===== config.mk =====
export PLATFORM = sky130hd
export DESIGN_NAME = i2s_slave_rx
export DESIGN_NICKNAME = d
export VERILOG_FILES = /design/src/rtl/i2s_pkg.sv /design/src/rtl/i2s_sample_fifo.sv /design/src/rtl/i2s_slave_rx.sv
export SDC_FILE = /design/constraint.sdc
export NUM_CORES = 1
export LEC_CHECK = 0
export ABC_AREA = 1
export BUFFER_PORTS_ARGS = -buffer_cell sky130_fd_sc_hd__buf_2
export CAP_MARGIN = 25
export CORE_MARGIN = 2
export CORE_UTILIZATION = 45
export DETAILED_ROUTE_END_ITERATION = 10
export PLACE_DENSITY_LB_ADDON = 0.15
export SLEW_MARGIN = 40
export SYNTH_ARGS = -nofsm -noshare
export SYNTH_HDL_FRONTEND = slang
export SYNTH_SLANG_ARGS = --single-unit

===== constraint.sdc =====
create_clock -name DATA_CLK_I -period 3.95 [get_ports DATA_CLK_I]
set_input_delay 0.1975 -clock DATA_CLK_I [delete_from_list [all_inputs] [get_ports DATA_CLK_I]]
set_output_delay 0.1975 -clock DATA_CLK_I [all_outputs]
set_load 0.005 [all_outputs]

===== src/rtl/i2s_pkg.sv =====
// Shared types and constants for the I2S slave receiver.
package i2s_pkg;

  typedef enum logic [1:0] {
    IDLE,
    SYNC,
    RUN
  } rx_state_t;

  localparam logic CH_LEFT   = 1'b0;
  localparam logic CH_RIGHT  = 1'b1;
  localparam int   BIT_CNT_W = 6;

endpackage


===== src/rtl/i2s_sample_fifo.sv =====
// Small synchronous sample FIFO; a full FIFO still accepts a push when a pop
// happens in the same cycle.
module i2s_sample_fifo #(
  parameter int WIDTH = 25,
  parameter int DEPTH = 4
) (
  input  logic             clk,
  input  logic             rst_n,
  input  logic             flush,
  input  logic             push,
  input  logic [WIDTH-1:0] push_data,
  input  logic             pop,
  output logic [WIDTH-1:0] pop_data,
  output logic             full,
  output logic             empty
);

  localparam int AW = $clog2(DEPTH);

  logic [WIDTH-1:0] mem [DEPTH];
  logic [AW-1:0]    wr_ptr;
  logic [AW-1:0]    rd_ptr;
  logic [AW:0]      count;
  logic             do_push;
  logic             do_pop;

  assign full     = (count == (AW+1)'(DEPTH));
  assign empty    = (count == '0);
  assign do_pop   = pop & ~empty;
  assign do_push  = push & (~full | do_pop);
  assign pop_data = mem[rd_ptr];

  always_ff @(posedge clk or negedge rst_n) begin
    if (!rst_n) begin
      wr_ptr <= '0;
      rd_ptr <= '0;
      count  <= '0;
      for (int i = 0; i < DEPTH; i++) begin
        mem[i] <= '0;
      end
    end else if (flush) begin
      wr_ptr <= '0;
      rd_ptr <= '0;
      count  <= '0;
    end else begin
      if (do_push) begin
        mem[wr_ptr] <= push_data;
        wr_ptr      <= wr_ptr + AW'(1);
      end
      if (do_pop) begin
        rd_ptr <= rd_ptr + AW'(1);
      end
      case ({do_push, do_pop})
        2'b10:   count <= count + (AW+1)'(1);
        2'b01:   count <= count - (AW+1)'(1);
        default: count <= count;
      endcase
    end
  end

endmodule


===== src/rtl/i2s_slave_rx.sv =====
// I2S slave receiver: oversamples BCLK/LRCLK/SDATA, deserialises each channel
// word MSB-first and streams channel-tagged samples out through a small FIFO.
module i2s_slave_rx
  import i2s_pkg::*;
#(
  parameter int SLOT_WIDTH = 24,
  parameter int FIFO_DEPTH = 4
) (
  input  logic                  DATA_CLK_I,
  input  logic                  RESETN,
  input  logic                  ENABLE_I,
  input  logic                  BCLK_I,
  input  logic                  LRCLK_I,
  input  logic                  SDATA_I,
  output logic [SLOT_WIDTH-1:0] M_TDATA,
  output logic                  M_TID,
  output logic                  M_TVALID,
  input  logic                  M_TREADY,
  output logic                  OVERRUN_O
);

  logic [1:0]           bclk_sync;
  logic [1:0]           lr_sync;
  logic [1:0]           sd_sync;
  logic                 bclk_prev;
  logic                 bit_event;
  logic                 evt_lr;
  logic                 evt_sd;

  rx_state_t            state;
  logic                 lr_prev;
  logic                 lr_valid;
  logic [SLOT_WIDTH-1:0] shift_reg;
  logic [SLOT_WIDTH-1:0] shift_next;
  logic [BIT_CNT_W-1:0] bit_cnt;
  logic                 push_valid;
  logic [SLOT_WIDTH:0]  push_word;
  logic                 overrun;
  logic                 boundary;

  logic                 fifo_full;
  logic                 fifo_empty;
  logic                 fifo_pop;
  logic [SLOT_WIDTH:0]  fifo_head;

  // The event and its LR/SD samples are registered together so they line up.
  always_ff @(posedge DATA_CLK_I or negedge RESETN) begin
    if (!RESETN) begin
      bclk_sync <= '0;
      lr_sync   <= '0;
      sd_sync   <= '0;
      bclk_prev <= 1'b0;
      bit_event <= 1'b0;
      evt_lr    <= 1'b0;
      evt_sd    <= 1'b0;
    end else begin
      bclk_sync <= {bclk_sync[0], BCLK_I};
      lr_sync   <= {lr_sync[0], LRCLK_I};
      sd_sync   <= {sd_sync[0], SDATA_I};
      bclk_prev <= bclk_sync[1];
      bit_event <= bclk_sync[1] & ~bclk_prev;
      evt_lr    <= lr_sync[1];
      evt_sd    <= sd_sync[1];
    end
  end

  assign boundary = bit_event & lr_valid & (evt_lr != lr_prev);

  // Current bit placed at its MSB-first slot; bits past SLOT_WIDTH fall away.
  always_comb begin
    shift_next = shift_reg;
    for (int i = 0; i < SLOT_WIDTH; i++) begin
      if (int'(bit_cnt) == SLOT_WIDTH - 1 - i) begin
        shift_next[i] = evt_sd;
      end
    end
  end

  always_ff @(posedge DATA_CLK_I or negedge RESETN) begin
    if (!RESETN) begin
      state      <= IDLE;
      lr_prev    <= CH_LEFT;
      lr_valid   <= 1'b0;
      shift_reg  <= '0;
      bit_cnt    <= '0;
      push_valid <= 1'b0;
      push_word  <= '0;
      overrun    <= 1'b0;
    end else if (!ENABLE_I) begin
      state      <= IDLE;
      lr_valid   <= 1'b0;
      shift_reg  <= '0;
      bit_cnt    <= '0;
      push_valid <= 1'b0;
      overrun    <= 1'b0;
    end else begin
      push_valid <= 1'b0;
      if (push_valid && fifo_full && !fifo_pop) begin
        overrun <= 1'b1;
      end
      case (state)
        IDLE: state <= SYNC;
        SYNC, RUN: begin
          if (bit_event) begin
            lr_prev  <= evt_lr;
            lr_valid <= 1'b1;
            if (boundary) begin
              // The boundary bit still belongs to the word that just ended.
              if (state == RUN) begin
                push_valid <= 1'b1;
                push_word  <= {(lr_prev ? CH_RIGHT : CH_LEFT), shift_next};
              end
              state     <= RUN;
              shift_reg <= '0;
              bit_cnt   <= '0;
            end else begin
              shift_reg <= shift_next;
              if (bit_cnt != {BIT_CNT_W{1'b1}}) begin
                bit_cnt <= bit_cnt + BIT_CNT_W'(1);
              end
            end
          end
        end
        default: state <= IDLE;
      endcase
    end
  end

  assign fifo_pop = ~fifo_empty & M_TREADY;

  i2s_sample_fifo #(
    .WIDTH (SLOT_WIDTH + 1),
    .DEPTH (FIFO_DEPTH)
  ) u_fifo (
    .clk       (DATA_CLK_I),
    .rst_n     (RESETN),
    .flush     (~ENABLE_I),
    .push      (push_valid),
    .push_data (push_word),
    .pop       (fifo_pop),
    .pop_data  (fifo_head),
    .full      (fifo_full),
    .empty     (fifo_empty)
  );

  assign M_TDATA   = fifo_head[SLOT_WIDTH-1:0];
  assign M_TID     = fifo_head[SLOT_WIDTH];
  assign M_TVALID  = ~fifo_empty;
  assign OVERRUN_O = overrun;

endmodule


---- Yosys cells after proc, flatten, opt, wreduce, memory -nomap -nowiden ----
Index checks and enable logic that the tools add are counted.
storage, ports and cells
  register bits after elaboration ......... 178
  output and inout bits ................... 27
  input bits .............................. 7
  logic and storage cells ................. 155
operators by class
  order comparisons ....................... 3
  add/subtract/negate cells ............... 5
  eq/ne operators ......................... 39
  mux-type cells .......................... 60
  reduce and logical (&&, ||, !) cells .... 14
  bitwise operators ....................... 12
operator list
  operator                                                          number
  100-bit bitwise mux                                               1
  24-bit two-way mux                                                4
  25-bit two-way mux                                                3
  25-bit binary-select mux with 2-bit select                        1
  25-bit demux with 2-bit select                                    1
  6-bit by 5-bit == test with 1-bit output (second input constant)  8
  6-bit == test (second input constant)                             8
  1-bit two-way mux                                                 35
  6-bit two-way mux                                                 5
  6-bit by 4-bit == test with 1-bit output (second input constant)  4
  2-bit two-way mux                                                 7
  6-bit by 3-bit == test with 1-bit output (second input constant)  2
  2-bit by 1-bit != test with 1-bit output (second input constant)  5
  6-bit by 1-bit adder with 6-bit output (second input constant)    1
  1-bit bitwise AND                                                 6
  6-bit by 2-bit == test with 1-bit output (second input constant)  1
  3-bit greater-or-equal comparator (second input constant)         2
  6-bit zero test                                                   1
  3-bit by 1-bit != test with 1-bit output (second input constant)  2
  3-bit != test (second input constant)                             2
  6-bit != test (second input constant)                             1
  2-bit inverter with 3-bit output                                  2
  3-bit case mux with 2 select lines                                1
  2-bit AND reduction                                               3
  19 further kinds                                                  27

---- Longest topological paths before layout ----
  depth after elaboration ................. 9
  mapped depth ............................ 11
  mapped depth without buffers ............ 11

---- By module ----
Synthesis repeated with hierarchy kept, for this count alone.
second synthesis, totals
  cell total of the unflattened synthesis .. 1,040
  area total of the unflattened synthesis .. 8,446.9 µm²
modules (own cells, without submodules)
  module           area an instance (µm²)  sequential area each (µm²)  cells an instance  times used
  i2s_sample_fifo  5,113.7                 2,677.6                     633                1
  i2s_slave_rx     3,333.2                 1,776.7                     407                1

---- Least setup slack after synthesis ----
OpenSTA, ideal clock, no wires.
  path kind ............................... flip-flop to flip-flop
  from .................................... register u_fifo.count[1]
  to ...................................... register u_fifo.count[2]
  path buffers ............................ 0
  data arrival time ....................... 1,678 ps
  slack ................................... 2,154 ps
  library setup time ...................... 118 ps
  required time ........................... 3,832 ps
  period minus slack after synthesis ...... 1,796 ps
  stages on the path, launching flop included .. 12
  path through ............................ dfrtp_1 -> nor2_2 -> nand2_1 -> nand3_1 -> inv_1 -> fa_1 -> xnor2_1 -> inv_1 -> nand2_1 -> nand2_1 -> nand3_1 -> nand2_1
on the way
  cells in the longest elaborated chain, start to end .. 9
  elaborated cells on any way between the ends .. 15
  those cells by class .................... add/sub (2); eq/ne (4); mux (2); bitwise (6); reduce/logical (1)
RTL lines
  what                                                                              line                   RTL
  from (decl)                                                                       i2s_sample_fifo.sv:23  logic [AW:0] count;
  from (signal assigned)                                                            i2s_sample_fifo.sv:54  2'b10: count <= count + (AW+1)'(1);
  from (signal assigned)                                                            i2s_sample_fifo.sv:55  2'b01: count <= count - (AW+1)'(1);
  from (signal assigned)                                                            i2s_sample_fifo.sv:56  default: count <= count;
  3-bit zero test (*)                                                               i2s_sample_fifo.sv:28  assign empty = (count == '0);
  1-bit inverter (*)                                                                -
  via M_TVALID                                                                      i2s_slave_rx.sv:17     output logic M_TVALID,
  1-bit bitwise AND                                                                 i2s_slave_rx.sv:129    assign fifo_pop = ~fifo_empty & M_TREADY;
  1-bit bitwise AND (*)                                                             i2s_sample_fifo.sv:29  assign do_pop = pop & ~empty;
  1-bit bitwise OR                                                                  i2s_sample_fifo.sv:30  assign do_push = push & (~full | do_pop);
  1-bit bitwise AND                                                                 i2s_sample_fifo.sv:30
  2-bit by 1-bit == test with 1-bit output / 2-bit == test (equally long branches)  i2s_sample_fifo.sv:53  case ({do_push, do_pop})
  3-bit case mux with 2 select lines                                                i2s_sample_fifo.sv:53
  3-bit two-way mux                                                                 i2s_sample_fifo.sv:41  end else if (flush) begin
The timed path passes the listed nets; every way through them passes the cells marked *.
A chain may end at the register's enable or synchronous reset.

---- Worst setup path after layout ----
  from .................................... register u_fifo.rd_ptr[1]
  to ...................................... output M_TDATA[2]
on the way
  cells in the longest elaborated chain, start to end .. 4
RTL lines
  what                                                    line                   RTL
  from (decl)                                             i2s_sample_fifo.sv:22  logic [AW-1:0] rd_ptr;
  from (signal assigned)                                  i2s_sample_fifo.sv:51  rd_ptr <= rd_ptr + AW'(1);
  2-bit inverter with 3-bit output (not written as such)  i2s_sample_fifo.sv:31  assign pop_data = mem[rd_ptr];
  25-bit binary-select mux with 2-bit select              i2s_sample_fifo.sv:31
  25-bit two-way mux (not written as such) (2 in a row)   i2s_sample_fifo.sv:31
  to (decl)                                               i2s_slave_rx.sv:15     output logic [SLOT_WIDTH-1:0] M_TDATA,
No other way between the ends. The select of a mux whose other input is x is not followed.

==> metrics.md <==
| Metric | Value |
|---|---|
| Status | `finished clean` |
| Routed vias | `6,018` |
| Cell accounting for the most synthesized area | `dfrtp_1` |
| Max stage delay on crit path | `0.84 ns` |
| Setup Skew | `0.0111 ns` |
| Final setup violating endpoints | `0` |
| Hold crit path type | `input pin to register` |
| Post-DR vias/cell | `5.04` |
| Final Max Tran Viols | `0` |
| Hold Startpoint | `M_TREADY` |
| Sequential fraction of the synthesis area | `0.545` |
| Placer congestion estimate | `0.777` |
| Clk slew on worst S/H paths | `0.06 ns` |
| R2R Setup Slk | `1.90 ns` |
| Seq cells post-synth | `178` |
| Yosys warns | `0` |
| First-pass GRT wire length | `29.2 mm` |
| RSZ-0062 raised after global routing | `false` |
| Hold-critical path endpoint | `u_fifo.rd_ptr[0]` |
| DP HPWL | `10.6 mm` |
| Post-Route WL | `16.9 mm` |
| H-tree depth | `4` |
| Cells after DPL | `1,158` |
| CP delay by family, top | `flip-flops` |
| Diode count | `0` |
| Starting density of the core | `0.456` |
| Post-Synthesis Cell Area | `0.00817 mm2` |
| Worst R2R Path Depth | `11` |
| Largest net degree at the start of global routing | `116` |
| Number of global-route vias before repair | `5,648` |
| Tmin final | `2.32 ns` |
| Worst-Skew Late Latency | `0.43 ns` |
| Hold buffers post-CTS | `4` |
| Post-Syn Instances | `941` |
| CP max FO | `27` |
| Leak pwr | `4.44 nW` |
| Total die area | `0.0192 mm2` |
| IO buf count | `33` |
| Drt drc | `0` |
| CTS tree | `done` |
| Layout Cells excl Fill | `1,194` |
| Pwr Density | `487 mW/mm2` |
| Final net count | `970` |
| Core Rows | `49` |
| Post-synth top area share | `0.545` |
| Core Util, Final | `0.500` |
| CP cell instances | `inv_2, o21ai_0, o22ai_1, buf_2` |
| Synth area leaders | `dfrtp_1 55%, nand2_1 14%, o21ai_0 5.9%` |
| Critical R2R Capture | `u_fifo.count[2]` |
| DRT Pass-1 Iters | `5` |
| Hold path depth | `3` |
| Crit Path Class | `register to output pin` |
| Num CTS Buffers | `17` |
| CP Buf/Inv Count | `2` |
| P&R area growth vs syn | `9.65%` |
| CTS resizes | `0` |
| Slew Limit Headroom | `0.462` |
| Period utilization | `0.588` |
| Clock Tree Buf Depth | `2` |
| Max reg flops | `100` |
| CTS Root Cell | `clkbuf_16` |
| # clock sinks | `178` |
| Peak VDD IR | `0.297 mV` |
| Hold WS | `0.0911 ns` |
| Slowest CP cell | `dfrtp_1` |
| Drt wl/cell | `14.1 um` |
| CP Capture Type | `output pin` |
| Syn nets | `959` |
| Final Hold Fails | `0` |
| Overall Global Routing Usage | `0.186` |
| DRT iter0 DRCs | `330` |
| Number of post-CTS setup repair buffers | `0` |
| Post-route ant nets | `0` |
| # IOs | `34` |
| Die height | `139 um` |
| Crit Reg-Reg Startpoint | `u_fifo.count[1]` |
| Max Clock Freq | `430 MHz` |
| Syn_area_per_cell | `8.68 um2` |
| Setup tns final | `0 ns` |
| Share of cells above drive strength 1 | `0.115` |
| Crit path arrival time | `2.13 ns` |
| Actual slew at the worst max-slew pin | `0.806 ns` |
| Antenna violations before repair | `0` |
| CP required | `3.75 ns` |
| Core area | `0.0179 mm2` |
| Die span in x | `139 um` |
| Total grt overflow | `0` |
| Worst setup SP type | `register` |
| Cell variety after synth | `30` |
| Max_cap viols | `0` |
-- cells in the mapped netlist, drive strengths merged --
cell	count
xnor2	1
inv	65
a21oi	5
o21a	1
ha	10
and3	1
o21ai	203
buf	33
clkbuf	16
o22ai	25
nor2	72
nor3	3
nand2	305
dfrtp	178
nand3	19
nand4	3
fa	1
-- metal layers --
metal  global-route usage  share of wire
met3               0.0338          0.033
met1                0.278           0.53
met2                0.273           0.42
met5                    0              0
met4               0.0675          0.015
-- cell type report --
type	instances	area, um2
Clock buffer	21	450
Sequential cell	178	4450
Clock inverter	11	150
Fill cell	1721	8950
Inverter	65	244
Timing Repair Buffer	41	274
Tap cell	229	287
Multi-Input combinational cell	649	3100
-- cells by family after synthesis --
family                   Yosys count  synth area share
adder cells (fa/ha/maj)           11            0.0178
XOR/XNOR                           1           0.00107
buffers and inverters            114            0.0757
AO/OA/AOI/OAI                    234             0.159
AND/OR/NAND/NOR                  403             0.201
flip-flops                       178             0.545
-- how the worst max path moves through the flow --
stage                     start               to  slack [ns]  cells past startpoint
6_report       u_fifo.rd_ptr[1]       M_TDATA[2]        1.63                      4
5_1_grt        u_fifo.rd_ptr[1]       M_TDATA[2]        1.46                      4
4_1_cts        u_fifo.rd_ptr[1]       M_TDATA[2]        1.23                      4
3_5_place_dp   u_fifo.rd_ptr[1]       M_TDATA[2]        1.70                      4
3_3_place_gp   u_fifo.rd_ptr[1]       M_TDATA[5]        1.82                      4
2_1_floorplan   u_fifo.count[1]  u_fifo.count[2]        2.15                     11
-- where the power goes --
part	switching [mW]	total (mW)	internal [mW]
sequential	0.0518	1.92	1.87
combinational	0.457	0.706	0.249
clock	0.717	1.73	1.02
total	1.23	4.36	3.13
-- worst reg2reg max path, delay by kind of cell (launching register included) --
| kind | cells | cell delay (ns) |
|---|---|---|
| xor+xnor | 1 | 0.21 |
| fa+ha+maj | 1 | 0.40 |
| buf+inv | 2 | 0.14 |
| flops | 1 | 0.42 |
| simple gates | 7 | 0.76 |
-- stage by stage --
| stage | setup slack (ns) | area, um2 | total power [mW] |
|---|---|---|---|
| floorplan | 2.15 | 8170 | 2.41 |
| global placement | 1.82 | 8290 | 2.65 |
| detailed placement | 1.70 | 8320 | 2.67 |
| CTS | 1.23 | 8960 | 4.41 |
| global route | 1.46 | 8960 | 4.58 |
| finish | 1.63 | 8960 | 4.36 |
-- layout by cell type, fill, tap and decap left out, types with 3 or more instances in the layout --
| cell type | Yosys | final |
|---|---|---|
| clkbuf_16 | 0 | 17 |
| ha_1 | 10 | 10 |
| nor3_1 | 3 | 3 |
| inv_2 | 2 | 4 |
| inv_1 | 63 | 61 |
| buf_2 | 5 | 32 |
| nand3_1 | 18 | 18 |
| dfrtp_1 | 178 | 178 |
| bufinv_16 | 0 | 3 |
| clkbuf_1 | 16 | 3 |
| o22ai_1 | 25 | 25 |
| nand2_2 | 3 | 3 |
| nand2_1 | 298 | 298 |
| o21ai_2 | 26 | 26 |
| a21oi_1 | 5 | 5 |
| nor2_2 | 3 | 3 |
| o21ai_1 | 81 | 81 |
| o21ai_0 | 96 | 96 |
| nor2_1 | 67 | 67 |
| dlygate4sd3_1 | 0 | 4 |
| inv_6 | 0 | 3 |
| nand2_4 | 4 | 4 |
Power figures use the tool's default switching activity.
